File: src/rtl/frame_sync_if.sv
// frame_sync_if: bundle between the frame scheduler and its environment.
//   game_clk, vs        : raw asynchronous timing inputs (driven by master)
//   capture_en, commit  : one-cycle load / swap pulses (driven by slave)
//   write_bank, bank_sel: hidden-bank index and displayed-bank index
//   disp_valid, busy    : status flags
//   commit_cnt, drop_cnt: saturating statistics
interface frame_sync_if #(
  parameter int unsigned CNT_W = 8
);
  logic             game_clk;
  logic             vs;
  logic             capture_en;
  logic             write_bank;
  logic             bank_sel;
  logic             commit;
  logic             disp_valid;
  logic             busy;
  logic [CNT_W-1:0] commit_cnt;
  logic [CNT_W-1:0] drop_cnt;

  modport master (
    output game_clk, vs,
    input  capture_en, write_bank, bank_sel, commit, disp_valid, busy,
           commit_cnt, drop_cnt
  );

  modport slave (
    input  game_clk, vs,
    output capture_en, write_bank, bank_sel, commit, disp_valid, busy,
           commit_cnt, drop_cnt
  );
endinterface

File: src/rtl/frame_sync_ctrl.sv
// frame_sync_ctrl: ping-pong scheduler for game-to-display state transfer.
// One snapshot is captured into the hidden bank per game tick (after a settle
// delay); banks are swapped only on a vertical-sync falling edge.
// Ports:
//   clk   : system clock, sole clock of the block
//   rst_n : asynchronous active-low reset
//   bus   : frame_sync_if.slave (game_clk/vs in; pulses, bank select,
//           status and counters out)
module frame_sync_ctrl #(
  parameter int unsigned SETTLE_CYCLES = 4,
  parameter int unsigned CNT_W         = 8
) (
  input  logic        clk,
  input  logic        rst_n,
  frame_sync_if.slave bus
);

  typedef enum logic [1:0] {IDLE, SETTLE, CAPTURE, WAIT_VB} state_e;

  localparam logic [7:0] SETTLE_INIT = 8'(SETTLE_CYCLES - 1);

  // [0],[1] synchroniser, [2] edge-detect history
  logic [2:0]       gclk_sync_q;
  logic [2:0]       vs_sync_q;

  state_e           state_q;
  logic [7:0]       settle_q;
  logic             capture_en_q;
  logic             commit_q;
  logic             bank_sel_q;
  logic             disp_valid_q;
  logic [CNT_W-1:0] commit_cnt_q;
  logic [CNT_W-1:0] drop_cnt_q;

  logic             tick;
  logic             vfall;

  function automatic logic [CNT_W-1:0] sat_inc(input logic [CNT_W-1:0] v);
    return (&v) ? v : v + CNT_W'(1);
  endfunction

  // vs chain resets high (inactive) so reset release never looks like a vfall
  always_ff @(posedge clk or negedge rst_n) begin
    if (!rst_n) begin
      gclk_sync_q <= 3'b000;
      vs_sync_q   <= 3'b111;
    end else begin
      gclk_sync_q <= {gclk_sync_q[1:0], bus.game_clk};
      vs_sync_q   <= {vs_sync_q[1:0], bus.vs};
    end
  end

  assign tick  =  gclk_sync_q[1] & ~gclk_sync_q[2];
  assign vfall = ~vs_sync_q[1]   &  vs_sync_q[2];

  always_ff @(posedge clk or negedge rst_n) begin
    if (!rst_n) begin
      state_q      <= IDLE;
      settle_q     <= '0;
      capture_en_q <= 1'b0;
      commit_q     <= 1'b0;
      bank_sel_q   <= 1'b0;
      disp_valid_q <= 1'b0;
      commit_cnt_q <= '0;
      drop_cnt_q   <= '0;
    end else begin
      capture_en_q <= 1'b0;
      commit_q     <= 1'b0;

      // Swap lands on the edge that closes the commit cycle.
      if (commit_q) begin
        bank_sel_q   <= ~bank_sel_q;
        disp_valid_q <= 1'b1;
        commit_cnt_q <= sat_inc(commit_cnt_q);
      end

      case (state_q)
        IDLE: begin
          // vfall ignored here: display simply repeats the current frame
          if (tick) begin
            state_q  <= SETTLE;
            settle_q <= SETTLE_INIT;
          end
        end
        SETTLE: begin
          if (tick) begin
            settle_q <= SETTLE_INIT;
          end else if (settle_q == 8'd0) begin
            state_q      <= CAPTURE;
            capture_en_q <= 1'b1;
          end else begin
            settle_q <= settle_q - 8'd1;
          end
        end
        CAPTURE: begin
          // The capture in flight completes; a new tick supersedes it.
          if (tick) begin
            state_q    <= SETTLE;
            settle_q   <= SETTLE_INIT;
            drop_cnt_q <= sat_inc(drop_cnt_q);
          end else begin
            state_q <= WAIT_VB;
          end
        end
        WAIT_VB: begin
          if (vfall) begin
            // Snapshot gets displayed, so a coincident tick is not a drop.
            commit_q <= 1'b1;
            settle_q <= SETTLE_INIT;
            state_q  <= tick ? SETTLE : IDLE;
          end else if (tick) begin
            state_q    <= SETTLE;
            settle_q   <= SETTLE_INIT;
            drop_cnt_q <= sat_inc(drop_cnt_q);
          end
        end
        default: state_q <= IDLE;
      endcase
    end
  end

  assign bus.capture_en = capture_en_q;
  assign bus.commit     = commit_q;
  assign bus.bank_sel   = bank_sel_q;
  assign bus.write_bank = ~bank_sel_q;
  assign bus.disp_valid = disp_valid_q;
  assign bus.busy       = (state_q != IDLE);
  assign bus.commit_cnt = commit_cnt_q;
  assign bus.drop_cnt   = drop_cnt_q;

endmodule

File: src/flat_wrapper.sv
// flat-port wrapper written by rule: the top's interface ports become plain ports
module frame_sync_ctrl_flat 
#(
  parameter int unsigned SETTLE_CYCLES = 4,
  parameter int unsigned CNT_W         = 8
)
  (clk, rst_n, bus_game_clk, bus_vs, bus_capture_en, bus_write_bank, bus_bank_sel, bus_commit, bus_disp_valid, bus_busy, bus_commit_cnt, bus_drop_cnt);
  frame_sync_if #(.CNT_W(CNT_W)) bus_i ();
  input  logic clk;
  input  logic rst_n;
  input wire logic [$bits(bus_i.game_clk)-1:0] bus_game_clk;
  input wire logic [$bits(bus_i.vs)-1:0] bus_vs;
  output wire logic [$bits(bus_i.capture_en)-1:0] bus_capture_en;
  output wire logic [$bits(bus_i.write_bank)-1:0] bus_write_bank;
  output wire logic [$bits(bus_i.bank_sel)-1:0] bus_bank_sel;
  output wire logic [$bits(bus_i.commit)-1:0] bus_commit;
  output wire logic [$bits(bus_i.disp_valid)-1:0] bus_disp_valid;
  output wire logic [$bits(bus_i.busy)-1:0] bus_busy;
  output wire logic [$bits(bus_i.commit_cnt)-1:0] bus_commit_cnt;
  output wire logic [$bits(bus_i.drop_cnt)-1:0] bus_drop_cnt;
  assign bus_i.game_clk = bus_game_clk;
  assign bus_i.vs = bus_vs;
  assign bus_capture_en = bus_i.capture_en;
  assign bus_write_bank = bus_i.write_bank;
  assign bus_bank_sel = bus_i.bank_sel;
  assign bus_commit = bus_i.commit;
  assign bus_disp_valid = bus_i.disp_valid;
  assign bus_busy = bus_i.busy;
  assign bus_commit_cnt = bus_i.commit_cnt;
  assign bus_drop_cnt = bus_i.drop_cnt;
  frame_sync_ctrl #(.SETTLE_CYCLES(SETTLE_CYCLES), .CNT_W(CNT_W)) u_core (.clk(clk), .rst_n(rst_n), .bus(bus_i));
endmodule
File: config.mk
export PLATFORM = sky130hd
export DESIGN_NAME = frame_sync_ctrl_flat
export DESIGN_NICKNAME = d
export VERILOG_FILES = /design/src/rtl/frame_sync_if.sv /design/src/rtl/frame_sync_ctrl.sv /design/src/flat_wrapper.sv
export SDC_FILE = /design/constraint.sdc
export NUM_CORES = 1
export LEC_CHECK = 0
export CORE_ASPECT_RATIO = 0.8
export CORE_MARGIN = 2
export CORE_UTILIZATION = 36
export DETAILED_ROUTE_END_ITERATION = 8
export PLACE_DENSITY = 0.54
export SLEW_MARGIN = 30
export SYNTH_ARGS = -nofsm -noshare
export SYNTH_HDL_FRONTEND = slang
export SYNTH_SLANG_ARGS = --single-unit
File: constraint.sdc
create_clock -name clk -period 3.2 [get_ports clk]
set_input_delay 0.64 -clock clk [delete_from_list [all_inputs] [get_ports clk]]
set_output_delay 0.64 -clock clk [all_outputs]
set_load 0.05 [all_outputs]
==> metrics <==
post-DR vias/cell 5.16; Fmax 0.423 GHz; Post-Syn Area per Cell ~11 um^2; maximum vdd ir drop 548 uV; Setup Skew 0.00963 ns; Critical-path top delay cell clkdlybuf4s50_1; Final Hold Viols 0; clock transition at the registers of the reported paths 0.08 ns; Max-cap violations 0; Gates resized, CTS repair 0; crit path DAT ~1.7 ns; Ports 26; synthesized-area fraction occupied by adder cells 0.0216; Worst setup SP type flop; mux cell area share after synthesis 0.0368; CTS tree done; DRT Pass-1 Iters 4; final number of setup-violating endpoints 0; Final period util 0.738; Hold EP u_core.gclk_sync_q[1]$_DFF_PN0_; final setup TNS 0 ns; H-tree depth 2; Synth cell types 44; Chip Height approximately 66 um; FF-to-FF path depth 6; routability cong. 0.802; n_diodes 0; Setup WS pre-CTS 1.13 ns; RSZ-0062 raised after global routing no; Hold Path Depth 0; Post-DP HPWL 2340 um; Worst Setup End Kind primary output; area delta synth->final 25.0%; Area after DPL 2060 um^2; status finished clean; synthesis-stage register bit count 36; worst reg2reg setup slack 1.36 ns; CP Max Fanout 8; total wire length 3260 um; via count 1,291; register area share after synthesis 0.522; postcts setup bufs 0; Pwr Total 1.83 mW; remaining antenna violation count 0; Post-Syn Instances 157; hold-fix buffers at CTS 0; Max Transition Viols Final 0; Design Area, Final 2170 um^2; worst hold start u_core.gclk_sync_q[0]$_DFF_PN0_; core box area 4620 um^2; reg-to-reg startpoint u_core.settle_q[0]$_DFFE_PN0P_; global-route wire length before repair 5710 um; PwrDens about 840 nW/um^2; CP Class reg2out; IO buf count 25; LEAKAGE 0.945 nW; layout cells sized above 1 0.147; Overflow after GRT 0; Initial Util 0.375; xor/xnor share of the synthesized area 0.0303; crit-path cells or2_2 -> clkdlybuf4s50_1; Min-Delay Path Class reg2reg; initial antenna violation count 0; vias in the first global route 1,235; reg2reg end u_core.settle_q[5]$_DFFE_PN0P_; Cell Area, Synth 1730 um^2; CTS Root Cell clkbuf_8; ys flop type dfrtp_1; number of flops mapped to enable cells by yosys 0; Clock Sinks 36; Synth Warn # 0; row cnt 22; worst slew pin tran 0.510 ns; die area 5390 um^2; CTS buffer count 5; largest family of logic cells by synthesized area simple AND/OR/NAND/NOR gates; clock buffer depth 2; worst relative slew slack 0.659; Iteration-0 DRC Markers 88; FFs w/ async S/R, synth 1.00; largest net degree at the start of global routing 37; nets@finish 196; DRC viols 0; Worst Slack Setup Final approximately 0.84 ns; Syn Nets roughly 160; Critical Path RT 2.56 ns; gr usage total 0.141; crit path time final 2.36 ns; simple-gate share of the synthesized area 0.229; Compound-Gate Fraction of Synth Area 0.143; Routed WL per cell 13.0 um; Skew-Pair Late Insertion Delay around 0.28 ns; Max stage delay on crit path roughly 0.70 ns; fin util 0.469; DIE WIDTH 81.6 um
## power breakdown
group / total [mW] / leakage, nW / internal [mW] / switching [mW]
clock network: 0.390 / 0.0552 / 0.231 / 0.159
registers: 0.663 / 0.463 / 0.553 / 0.110
logic: 0.776 / 0.427 / 0.302 / 0.474
total: 1.83 / 0.945 / 1.09 / 0.743
## cells in the final DEF, fill, tap and decap left out, drive strengths merged, types with 2 or more instances in the layout
cell type | netlist | routed
ha | 3 | 3
clkbuf | 0 | 6
mux2i | 3 | 3
nor3 | 6 | 6
xor2 | 6 | 6
or2 | 2 | 2
a21oi | 15 | 15
nand3 | 8 | 8
a2111oi | 2 | 2
nor4 | 2 | 2
nor3b | 2 | 2
dfrtp | 33 | 33
and3 | 3 | 3
clkdlybuf4s50 | 0 | 25
nand4 | 4 | 4
inv | 6 | 6
dfstp | 3 | 3
o21ai | 2 | 2
a31oi | 2 | 2
and4 | 3 | 3
and2b | 2 | 2
o21a | 2 | 2
nor2 | 12 | 12
or2b | 2 | 2
mux2 | 3 | 3
o21ba | 2 | 2
nand2 | 14 | 14
## Yosys cell counts, types with 2 or more instances
cell,n,share of area
nor3_1,6,0.017
a21oi_1,15,0.043
nand4_1,4,0.014
o21ai_0,2,0.0058
mux2_2,3,0.019
o21ba_2,2,0.012
ha_1,3,0.022
o21a_1,2,0.0087
dfstp_2,3,0.045
and3_1,3,0.011
dfrtp_1,33,0.48
inv_1,6,0.013
or2_2,2,0.0072
and4_1,2,0.010
nand3_1,8,0.023
a31oi_1,2,0.0072
nor3b_1,2,0.0087
or2b_1,2,0.0087
nand2_1,14,0.030
mux2i_1,3,0.017
nor2_1,12,0.026
xor2_1,6,0.030
## flip-flops by register name (all words and copies together) (netlist names)
signal                 count
u_core.bus.commit_cnt      8
u_core.bus.drop_cnt        8
u_core.settle_q            8
u_core.gclk_sync_q         3
u_core.vs_sync_q           3
u_core.state_q             2
u_core.bus.bank_sel        1
u_core.bus.capture_en      1
u_core.bus.commit          1
u_core.bus.disp_valid      1
## area by class of cell
cell class / count / area [um^2]
inverters: 6 / 22.5
fillers: 460 / 2460
flip-flops and latches: 36 / 905
multi-input cells: 114 / 800
repair buffers: 26 / 258
clock inverters: 2 / 35.0
well taps: 60 / 75.1
clock buffers: 6 / 72.6
## how the worst max path moves through the flow
stage | start | end | slack (ns) | cells past startpoint
2_1_floorplan | u_core.bus.commit_cnt[0]$_DFFE_PN0P_ | u_core.bus.commit_cnt[1]$_DFFE_PN0P_ | 1.28 | 5
5_1_grt | u_core.state_q[1]$_DFFE_PN0P_ | bus_busy | 0.76 | 2
3_3_place_gp | u_core.state_q[1]$_DFFE_PN0P_ | bus_busy | 1.16 | 2
6_report | u_core.state_q[1]$_DFFE_PN0P_ | bus_busy | 0.84 | 2
3_5_place_dp | u_core.state_q[1]$_DFFE_PN0P_ | bus_busy | 1.13 | 2
4_1_cts | u_core.state_q[1]$_DFFE_PN0P_ | bus_busy | 0.82 | 2
## cells by family after synthesis
logic type	count (synthesis)
buffers and inverters	7
adders and majority gates	3
AOI/OAI and AO/OA	32
xor gates and xnor gates	6
and+or+nand+nor	67
muxes	6
DFF	36
## worst max-delay path: cells and delay by family, from the launching register on
kind,cells,cell delay (ns)
flip-flops,1,0.45
buffers and inverters,1,0.70
AND/OR/NAND/NOR,1,0.29
## per-layer routing
layer | part of all wire | global-route usage
met4 | 0.016 | 0.0563
met2 | 0.43 | 0.200
met3 | 0.053 | 0.0410
met1 | 0.50 | 0.201
met5 | 0 | 0
## per-stage QoR
step | instances | hold slack, ns
final | 250 | 0.353
after detailed placement | 242 | 0.349
after CTS | 250 | 0.360
after floorplan | 157 | 0.331
after global placement | 242 | 0.345
after global routing | 250 | 0.362
(Power assumes the default switching activity.)
